[config.mk]
export PLATFORM = sky130hd
export DESIGN_NAME = led_scan_driver_flat
export DESIGN_NICKNAME = d
export VERILOG_FILES = /design/src/rtl/led_scan_pkg.sv /design/src/rtl/led_scan_driver_if.sv /design/src/rtl/led_scan_driver_hex_to_7seg.sv /design/src/rtl/led_scan_driver.sv /design/src/flat_wrapper.sv
export SDC_FILE = /design/constraint.sdc
export NUM_CORES = 1
export LEC_CHECK = 0
export BUFFER_PORTS_ARGS = -buffer_cell sky130_fd_sc_hd__buf_2
export CELL_PAD_IN_SITES_DETAIL_PLACEMENT = 1
export CELL_PAD_IN_SITES_GLOBAL_PLACEMENT = 2
export CORE_UTILIZATION = 42
export DETAILED_ROUTE_END_ITERATION = 10
export PLACE_DENSITY_LB_ADDON = 0.1
export SKIP_CTS_REPAIR_TIMING = 1
export SLEW_MARGIN = 20
export SYNTH_ARGS = -nofsm -noshare
export SYNTH_HDL_FRONTEND = slang
export SYNTH_HIERARCHICAL = 1
export SYNTH_SLANG_ARGS = --single-unit
[constraint.sdc]
create_clock -name clk -period 7.1 [get_ports clk]
set_clock_uncertainty 0.2 [all_clocks]
set_input_delay 1.065 -clock clk [delete_from_list [all_inputs] [get_ports clk]]
set_output_delay 1.065 -clock clk [all_outputs]
set_load 0.01 [all_outputs]
[src/rtl/led_scan_pkg.sv]
// Shared types and constants for the LED scan driver: digit count, the 7-bit
// active-low segment vector {a,b,c,d,e,f,g} and its sixteen hex glyphs.
package led_scan_pkg;

  localparam int NUM_DIGITS = 8;

  typedef logic [6:0] seg_t;

  localparam seg_t SEG_0   = 7'b0000001;
  localparam seg_t SEG_1   = 7'b1001111;
  localparam seg_t SEG_2   = 7'b0010010;
  localparam seg_t SEG_3   = 7'b0000110;
  localparam seg_t SEG_4   = 7'b1001100;
  localparam seg_t SEG_5   = 7'b0100100;
  localparam seg_t SEG_6   = 7'b0100000;
  localparam seg_t SEG_7   = 7'b0001111;
  localparam seg_t SEG_8   = 7'b0000000;
  localparam seg_t SEG_9   = 7'b0000100;
  localparam seg_t SEG_A   = 7'b0001000;
  localparam seg_t SEG_B   = 7'b1100000;
  localparam seg_t SEG_C   = 7'b0110001;
  localparam seg_t SEG_D   = 7'b1000010;
  localparam seg_t SEG_E   = 7'b0110000;
  localparam seg_t SEG_F   = 7'b0111000;
  localparam seg_t SEG_OFF = 7'b1111111;

  localparam logic [7:0] ANODES_OFF = 8'hFF;

endpackage

[src/rtl/led_scan_driver_if.sv]
// Display bus between the datapath (master) and the scan driver (slave):
// the word and decimal points to show, plus the board-level display pins.
interface led_scan_driver_if;

  logic [31:0] data_in;
  logic [7:0]  dp_in;
  logic [7:0]  Anodes;
  logic        a;
  logic        b;
  logic        c;
  logic        d;
  logic        e;
  logic        f;
  logic        g;
  logic        dp;

  modport master (
    output data_in, dp_in,
    input  Anodes, a, b, c, d, e, f, g, dp
  );

  modport slave (
    input  data_in, dp_in,
    output Anodes, a, b, c, d, e, f, g, dp
  );

endinterface

[src/rtl/led_scan_driver_hex_to_7seg.sv]
// Combinational hex nibble to active-low {a..g} glyph decoder.
module hex_to_7seg
  import led_scan_pkg::*;
(
  input  logic [3:0] nibble_i,
  output seg_t       seg_o
);

  // Glyph lookup
  always_comb begin
    case (nibble_i)
      4'h0:    seg_o = SEG_0;
      4'h1:    seg_o = SEG_1;
      4'h2:    seg_o = SEG_2;
      4'h3:    seg_o = SEG_3;
      4'h4:    seg_o = SEG_4;
      4'h5:    seg_o = SEG_5;
      4'h6:    seg_o = SEG_6;
      4'h7:    seg_o = SEG_7;
      4'h8:    seg_o = SEG_8;
      4'h9:    seg_o = SEG_9;
      4'hA:    seg_o = SEG_A;
      4'hB:    seg_o = SEG_B;
      4'hC:    seg_o = SEG_C;
      4'hD:    seg_o = SEG_D;
      4'hE:    seg_o = SEG_E;
      4'hF:    seg_o = SEG_F;
      default: seg_o = SEG_OFF;
    endcase
  end

endmodule

[src/rtl/led_scan_driver.sv]
// Eight-digit common-anode hex scan driver with frame-synchronous shadowing
// and anti-ghost blanking; define LZ_BLANK_EN for leading-zero suppression.
module led_scan_driver
  import led_scan_pkg::*;
#(
  parameter int TICK_COUNT   = 100000,
  parameter int BLANK_CYCLES = 4
) (
  input  logic              clk,
  input  logic              reset,
  led_scan_driver_if.slave  bus
);

  localparam int CNT_W = (TICK_COUNT > 2) ? $clog2(TICK_COUNT) : 1;
  localparam logic [CNT_W-1:0] CNT_LAST  = CNT_W'(TICK_COUNT - 1);
  localparam logic [CNT_W-1:0] BLANK_LIM = CNT_W'(BLANK_CYCLES);

  logic [CNT_W-1:0] cnt_q, cnt_d;
  logic [2:0]       idx_q, idx_d;
  logic [31:0]      shadow_data_q, shadow_data_d;
  logic [7:0]       shadow_dp_q, shadow_dp_d;
  logic [7:0]       anodes_q, anodes_d;
  seg_t             seg_q, seg_d;
  logic             dp_q, dp_d;

  logic             tc_s;
  logic [3:0]       nibble_s;
  seg_t             glyph_s;
  logic [7:0]       lz_off_s;

  assign tc_s     = (cnt_q == CNT_LAST);
  assign nibble_s = shadow_data_q[{idx_q, 2'b00} +: 4];

  hex_to_7seg u_dec (
    .nibble_i (nibble_s),
    .seg_o    (glyph_s)
  );

`ifdef LZ_BLANK_EN
  // Digits whose nibble and all more-significant nibbles are zero stay dark unless their point is lit
  always_comb begin
    logic zero_above;
    zero_above = 1'b1;
    lz_off_s   = 8'h00;
    for (int k = NUM_DIGITS - 1; k > 0; k--) begin
      zero_above  = zero_above & (shadow_data_q[4*k +: 4] == 4'h0);
      lz_off_s[k] = zero_above & ~shadow_dp_q[k];
    end
  end
`else
  assign lz_off_s = 8'h00;
`endif

  // Prescaler, digit index and frame-boundary shadow capture
  always_comb begin
    cnt_d         = cnt_q + CNT_W'(1);
    idx_d         = idx_q;
    shadow_data_d = shadow_data_q;
    shadow_dp_d   = shadow_dp_q;
    if (tc_s) begin
      cnt_d = '0;
      idx_d = idx_q + 3'd1;
      if (idx_q == 3'd7) begin
        shadow_data_d = bus.data_in;
        shadow_dp_d   = bus.dp_in;
      end else begin
        shadow_data_d = shadow_data_q;
        shadow_dp_d   = shadow_dp_q;
      end
    end else begin
      cnt_d = cnt_q + CNT_W'(1);
      idx_d = idx_q;
    end
  end

  // Next values of the display pins
  always_comb begin
    anodes_d = ANODES_OFF;
    seg_d    = glyph_s;
    dp_d     = ~shadow_dp_q[idx_q];
    if (cnt_q < BLANK_LIM) begin
      anodes_d = ANODES_OFF;
    end else begin
      anodes_d = ~(8'b0000_0001 << idx_q) | lz_off_s;
    end
  end

  // Scan state registers
  always_ff @(posedge clk or negedge reset) begin
    if (!reset) begin
      cnt_q         <= '0;
      idx_q         <= 3'd0;
      shadow_data_q <= 32'h0000_0000;
      shadow_dp_q   <= 8'h00;
    end else begin
      cnt_q         <= cnt_d;
      idx_q         <= idx_d;
      shadow_data_q <= shadow_data_d;
      shadow_dp_q   <= shadow_dp_d;
    end
  end

  // Registered display pins so the board sees glitch-free drives
  always_ff @(posedge clk or negedge reset) begin
    if (!reset) begin
      anodes_q <= ANODES_OFF;
      seg_q    <= SEG_OFF;
      dp_q     <= 1'b1;
    end else begin
      anodes_q <= anodes_d;
      seg_q    <= seg_d;
      dp_q     <= dp_d;
    end
  end

  assign bus.Anodes = anodes_q;
  assign {bus.a, bus.b, bus.c, bus.d, bus.e, bus.f, bus.g} = seg_q;
  assign bus.dp     = dp_q;

endmodule

[src/flat_wrapper.sv]
// flat-port wrapper written by rule: the top's interface ports become plain ports
module led_scan_driver_flat import led_scan_pkg::*;
#(
  parameter int TICK_COUNT   = 100000,
  parameter int BLANK_CYCLES = 4
)
  (clk, reset, bus_data_in, bus_dp_in, bus_Anodes, bus_a, bus_b, bus_c, bus_d, bus_e, bus_f, bus_g, bus_dp);
  led_scan_driver_if bus_i ();
  input  logic clk;
  input  logic reset;
  input wire logic [$bits(bus_i.data_in)-1:0] bus_data_in;
  input wire logic [$bits(bus_i.dp_in)-1:0] bus_dp_in;
  output wire logic [$bits(bus_i.Anodes)-1:0] bus_Anodes;
  output wire logic [$bits(bus_i.a)-1:0] bus_a;
  output wire logic [$bits(bus_i.b)-1:0] bus_b;
  output wire logic [$bits(bus_i.c)-1:0] bus_c;
  output wire logic [$bits(bus_i.d)-1:0] bus_d;
  output wire logic [$bits(bus_i.e)-1:0] bus_e;
  output wire logic [$bits(bus_i.f)-1:0] bus_f;
  output wire logic [$bits(bus_i.g)-1:0] bus_g;
  output wire logic [$bits(bus_i.dp)-1:0] bus_dp;
  assign bus_i.data_in = bus_data_in;
  assign bus_i.dp_in = bus_dp_in;
  assign bus_Anodes = bus_i.Anodes;
  assign bus_a = bus_i.a;
  assign bus_b = bus_i.b;
  assign bus_c = bus_i.c;
  assign bus_d = bus_i.d;
  assign bus_e = bus_i.e;
  assign bus_f = bus_i.f;
  assign bus_g = bus_i.g;
  assign bus_dp = bus_i.dp;
  led_scan_driver #(.TICK_COUNT(TICK_COUNT), .BLANK_CYCLES(BLANK_CYCLES)) u_core (.clk(clk), .reset(reset), .bus(bus_i));
endmodule
== After elaboration in Yosys (flattened, before gate mapping) ==
Memories as Yosys holds them, arrays and structs flattened. A register that Yosys moved wholly into a read port is not among the register bits.
Cells that the tools add are included.
Word-level totals
  bits in registers: 69
  ROM bits: 112
  input bits: 42
  word-level logic and storage cells: 23
  memories kept: 1
Cells by class
  $add $sub $neg: 2
  magnitude comparators: 2
  equal/unequal tests: 2
  shifts and indexed selects: 2
  mux-type cells: 4
  bitwise operators: 2
  reductions and logical operators: 2
Memory list
  (name not given): words 16, bits a word 7, read ports 1, clocked after Yosys merged registers in 1, wr ports 0, line led_scan_driver_hex_to_7seg.sv:11  | case (nibble_i)
Operators with widths (count)
  $shiftx A32 B6 Y4: 1
  $add A17 B1 Y17 const B: 1
  $eq A17 B17 Y1 const B: 1
  $lt A17 B3 Y1 const B: 1
  $mux W17: 1
  $mux W8: 1
  $not A8 Y8: 1
  $shl A1 B3 Y8 const A: 1
  $lt A3 B4 Y1 const B: 1
  $add A3 B1 Y3 const B: 1
  $bmux W1 S3: 1
  $eq A3 B3 Y1 const B: 1
  $reduce_and A2 Y1: 1
  $logic_not A1 Y1: 1
  $mux W1: 1
  $not A1 Y1: 1

== Logic depth before layout (Yosys ltp) ==
  word-level depth: 3
  mapped depth: 9
  depth with buffers taken out: 8

== By module ==
The synthesis kept the hierarchy.
By module, submodules not included
  led_scan_driver: instances 1, cells each 232, area each 3438.3 um2, seq. area each 1921.8 um2
  hex_to_7seg: instances 1, cells each 33, area each 269.0 um2, seq. area each 0.0 um2

== Worst setup path before layout ==
Ideal clock, no wire load.
  kind: register to register
  start: register u_core.idx_q[0]
  end: register u_core.seg_q[3]
  data arrival time: 2.401 ns
  path slack: 4.405 ns
  stages on the path, launching flop included: 9
  path buffers: 1
  period minus slack after synthesis: 2.695 ns
  cell sequence: dfrtp_1 -> buf_1 -> mux4_2 -> nand2_1 -> nand2_1 -> inv_1 -> ha_1 -> inv_1 -> mux4_2
Between the ends
  longest elaborated chain between the ends: 1
Ends and longest elaborated chain
  start, declared: line led_scan_driver.sv:19  | logic [2:0] idx_q, idx_d;
  start signal, assigned: line led_scan_driver.sv:97  | idx_q <= idx_d;
  $shiftx A32 B6 Y4: line led_scan_driver.sv:32  | assign nibble_s = shadow_data_q[{idx_q, 2'b00} +: 4];
  net u_core.nibble_s[0]: line led_scan_driver.sv:27  | logic [3:0] nibble_s;
  end, declared: line led_scan_driver.sv:23  | seg_t seg_q, seg_d;
The timed path passes the listed nets, and every way through them passes these cells.
A chain may end at the register's enable or synchronous reset.

== Worst setup path after layout ==
  start: register u_core.cnt_q[11]
  end: register u_core.shadow_data_q[17]
Between the ends
  longest elaborated chain between the ends: 2
Ends and longest elaborated chain
  start, declared: line led_scan_driver.sv:18  | logic [CNT_W-1:0] cnt_q, cnt_d;
  start signal, assigned: line led_scan_driver.sv:96  | cnt_q <= cnt_d;
  $eq A17 B17 Y1: line led_scan_driver.sv:31  | assign tc_s = (cnt_q == CNT_LAST);
  $reduce_and A2 Y1 (no line)
  end signal, assigned: line led_scan_driver.sv:98  | shadow_data_q <= shadow_data_d;
  end, declared: line led_scan_driver.sv:20  | logic [31:0] shadow_data_q, shadow_data_d;
Every way passes these cells.

==> run summary <==
Share of layout cells above drive strength 1 - 43.0%
Slew Limit Fails - 0
Arrival time at the worst endpoint - 2.93 ns
Initial DRC Count - 54
YS warnings - 6
Global-route wire length before repair - 12000 um
CTS Buf Count - 9
Max Cap Viol - 0
CP max stage cell - or4_4
IO buf count - 57
Register area share after synthesis - 51.8%
Cell area after synthesis - 3710 sq um
Vias per cell - 5.07
Syn Inst Count - 265
CP cell instances - or4_4 > nor4_4 > nand2_4 > mux2_4
Dominant synthesized flop cell - dfrtp_1
CTS root buffer - clkbuf_8
Largest net degree at the start of global routing - 77
Clock H-tree levels - 3
Mapped Nets - 321
Outcome - finished clean
TritonCTS clock tree - yes
First-pass iteration count of the detailed router - 4
Worst-skew pair later-pin latency - 0.34 ns
Area delta synth->final - 14.7%
Leak - 0.00205 uW
Final worst-path cycle share - 40.9%
#FFs+latches synth - 76
Delay of the slowest critical-path stage - 0.58 ns
Antenna Cells - 0
I/O pin total - 58
Reg2reg setup slack - 4.19 ns
PwrDens - 203 nW/um^2
Worst Path Buf+Inv - 0
Vias in the first global route - 2344
Critical path class - register to register
EDFF count, synth - 0
GRT Total Usage - 17.5%
Family with the most delay on the worst path - simple AND/OR/NAND/NOR gates
Unique masters post-synth - 36
Synth async-reset ratio - 100%
VDD IR max - 0.0000870 V
Antenna violations before repair - 0
Cell Area, Placed - 4050 sq um
Worst Setup End Kind - register
Pwr Total - 862 uW
RSZ-0062 raised after global routing - no
Rows - 33
Worst setup SP type - register
Post-route insts no fill - 433
Measured slew at the worst slew-check pin - 0.951 ns
CTS sink cnt - 76
Initial core utilization - 44.2%
# DRC - 0
Die Footprint - 9210 sq um
Slew HR - 36.6%
Cells after DPL - 417
Crit path max fanout - 40
Min cycle time layout - 2.91 ns
Mean Syn Cell Area - 14.0 sq um
GP Congestion - 0.751
Final Hold Fails - 0
Critical path required time - 7.12 ns
Hold Path Class - register to register
Max clock buf depth - 2
NumNets Final - 379
Design Area, Final - 4250 sq um
Drt wl/cell - 16.3 um
Routed via count - 2197
Antenna viol nets, final - 0
Core box area - 8380 sq um
Die width - 96.0 um
# setup viols final - 0
Worst-path clk slew - 0.08 ns
DP HPWL - 4880 um
Post-route setup TNS - 0 ns
Maximum clock rate - 344 MHz
Die H - 96.0 um
Post-Route WL - 7050 um
Total gr overflow - 0
-- metrics by stage --
stage	hold slack, ns	utilization (%)	setup slack (ns)
6_report	0.287	50.8	4.19
3_5_place_dp	0.281	48.3	4.18
4_1_cts	0.293	50.8	4.16
3_3_place_gp	0.276	48.3	4.20
5_1_grt	0.326	50.8	4.02
2_1_floorplan	0.255	-	4.41
-- cells in the final DEF (no fill, tap or decap), drive strengths merged, types with 2 or more instances in the layout --
cell type	n
inv	6
or4	3
dfstp	16
nand2	27
xnor2	6
a21oi	5
mux2i	8
dfrtp	60
mux2	40
clkbuf	13
nor4	3
ha	14
clkinv	2
nor2	12
or3	3
xor2	7
o21ai	5
mux4	11
buf	57
nor3	3
nor2b	2
nand2b	3
and4	3
nand4	3
nand3	8
and2	2
-- registers in the layout, summed over array words and instances (netlist names) --
register and flops:
u_core/shadow_data_q 32, u_core/cnt_q 17, u_core/shadow_dp_q 8, u_core/bus.Anodes 8, u_core/idx_q 3, u_core/seg_q 7, u_core/bus.dp 1
-- power by group --
| part | switching (uW) | total [uW] | leakage [uW] | internal [uW] |
|---|---|---|---|---|
| combinational | 27.6 | 63.0 | 0.00104 | 35.3 |
| clock | 157 | 340 | 0.000104 | 183 |
| sequential | 7.63 | 459 | 0.000899 | 451 |
| total | 193 | 862 | 0.00205 | 669 |
-- synthesized netlist by cell type, types with 3 or more instances --
master | n | area (sq um)
xor2_1 | 7 | 61.3
ha_1 | 14 | 175
dfstp_2 | 16 | 420
dfrtp_1 | 60 | 1500
inv_1 | 5 | 18.8
nand2b_1 | 3 | 18.8
or3_1 | 3 | 18.8
nor2_1 | 12 | 45.0
buf_6 | 5 | 56.3
clkbuf_1 | 4 | 15.0
mux2_4 | 40 | 601
xnor2_1 | 6 | 52.6
mux2i_1 | 8 | 80.1
nand2_1 | 26 | 97.6
o21ai_0 | 3 | 15.0
nand3_1 | 8 | 40.0
nand4_1 | 3 | 18.8
and4_1 | 3 | 26.3
nor3_1 | 3 | 15.0
a21oi_1 | 5 | 25.0
mux4_2 | 11 | 248
-- logic make-up after synthesis --
| group | after synthesis | share of synthesized area, % |
|---|---|---|
| adders and majority gates | 14 | 4.72 |
| buffers and inverters | 16 | 2.63 |
| AOI/OAI and AO/OA | 13 | 2.02 |
| and+or+nand+nor | 74 | 10.7 |
| DFF | 76 | 51.8 |
| muxes | 59 | 25.0 |
| xor gates and xnor gates | 13 | 3.07 |
-- layer usage --
layer	GRT usage [%]	vias up	wire, um
met1	24.5	1099	3540
met5	0	-	0
li1	-	1051	-
met2	26.5	42	3220
met4	6.34	0	76
met3	4.27	5	219
-- worst register-to-register path: cells and delay by family (launching register included) --
| kind | cells | cell delay (ns) |
|---|---|---|
| and+or+nand+nor | 3 | 1.64 |
| DFF | 1 | 0.42 |
| muxes | 1 | 0.53 |
-- area by class of cell --
cell class / instances / area [sq um]
multi-input cells: 173 / 1690
clock buffers: 13 / 159
flip-flops and latches: 76 / 1920
clock inverters: 3 / 43.8
well taps: 105 / 131
repair buffers: 57 / 288
fillers: 895 / 4130
inverters: 6 / 22.5
-- path summary, 6_finish.rpt --
kind                                  start                        to  cells after the start
min                         u_core/cnt_q[0]           u_core/cnt_q[0]                      1
min in group asynchronous             reset           u_core/cnt_q[4]                      1
max                        u_core/cnt_q[11]  u_core/shadow_data_q[17]                      4
max reg2reg                u_core/cnt_q[11]  u_core/shadow_data_q[17]                      4
min reg2reg                 u_core/cnt_q[0]           u_core/cnt_q[0]                      1
max in group asynchronous             reset     u_core/shadow_dp_q[1]                      1
Note: power is estimated with default switching activity, not from simulation.
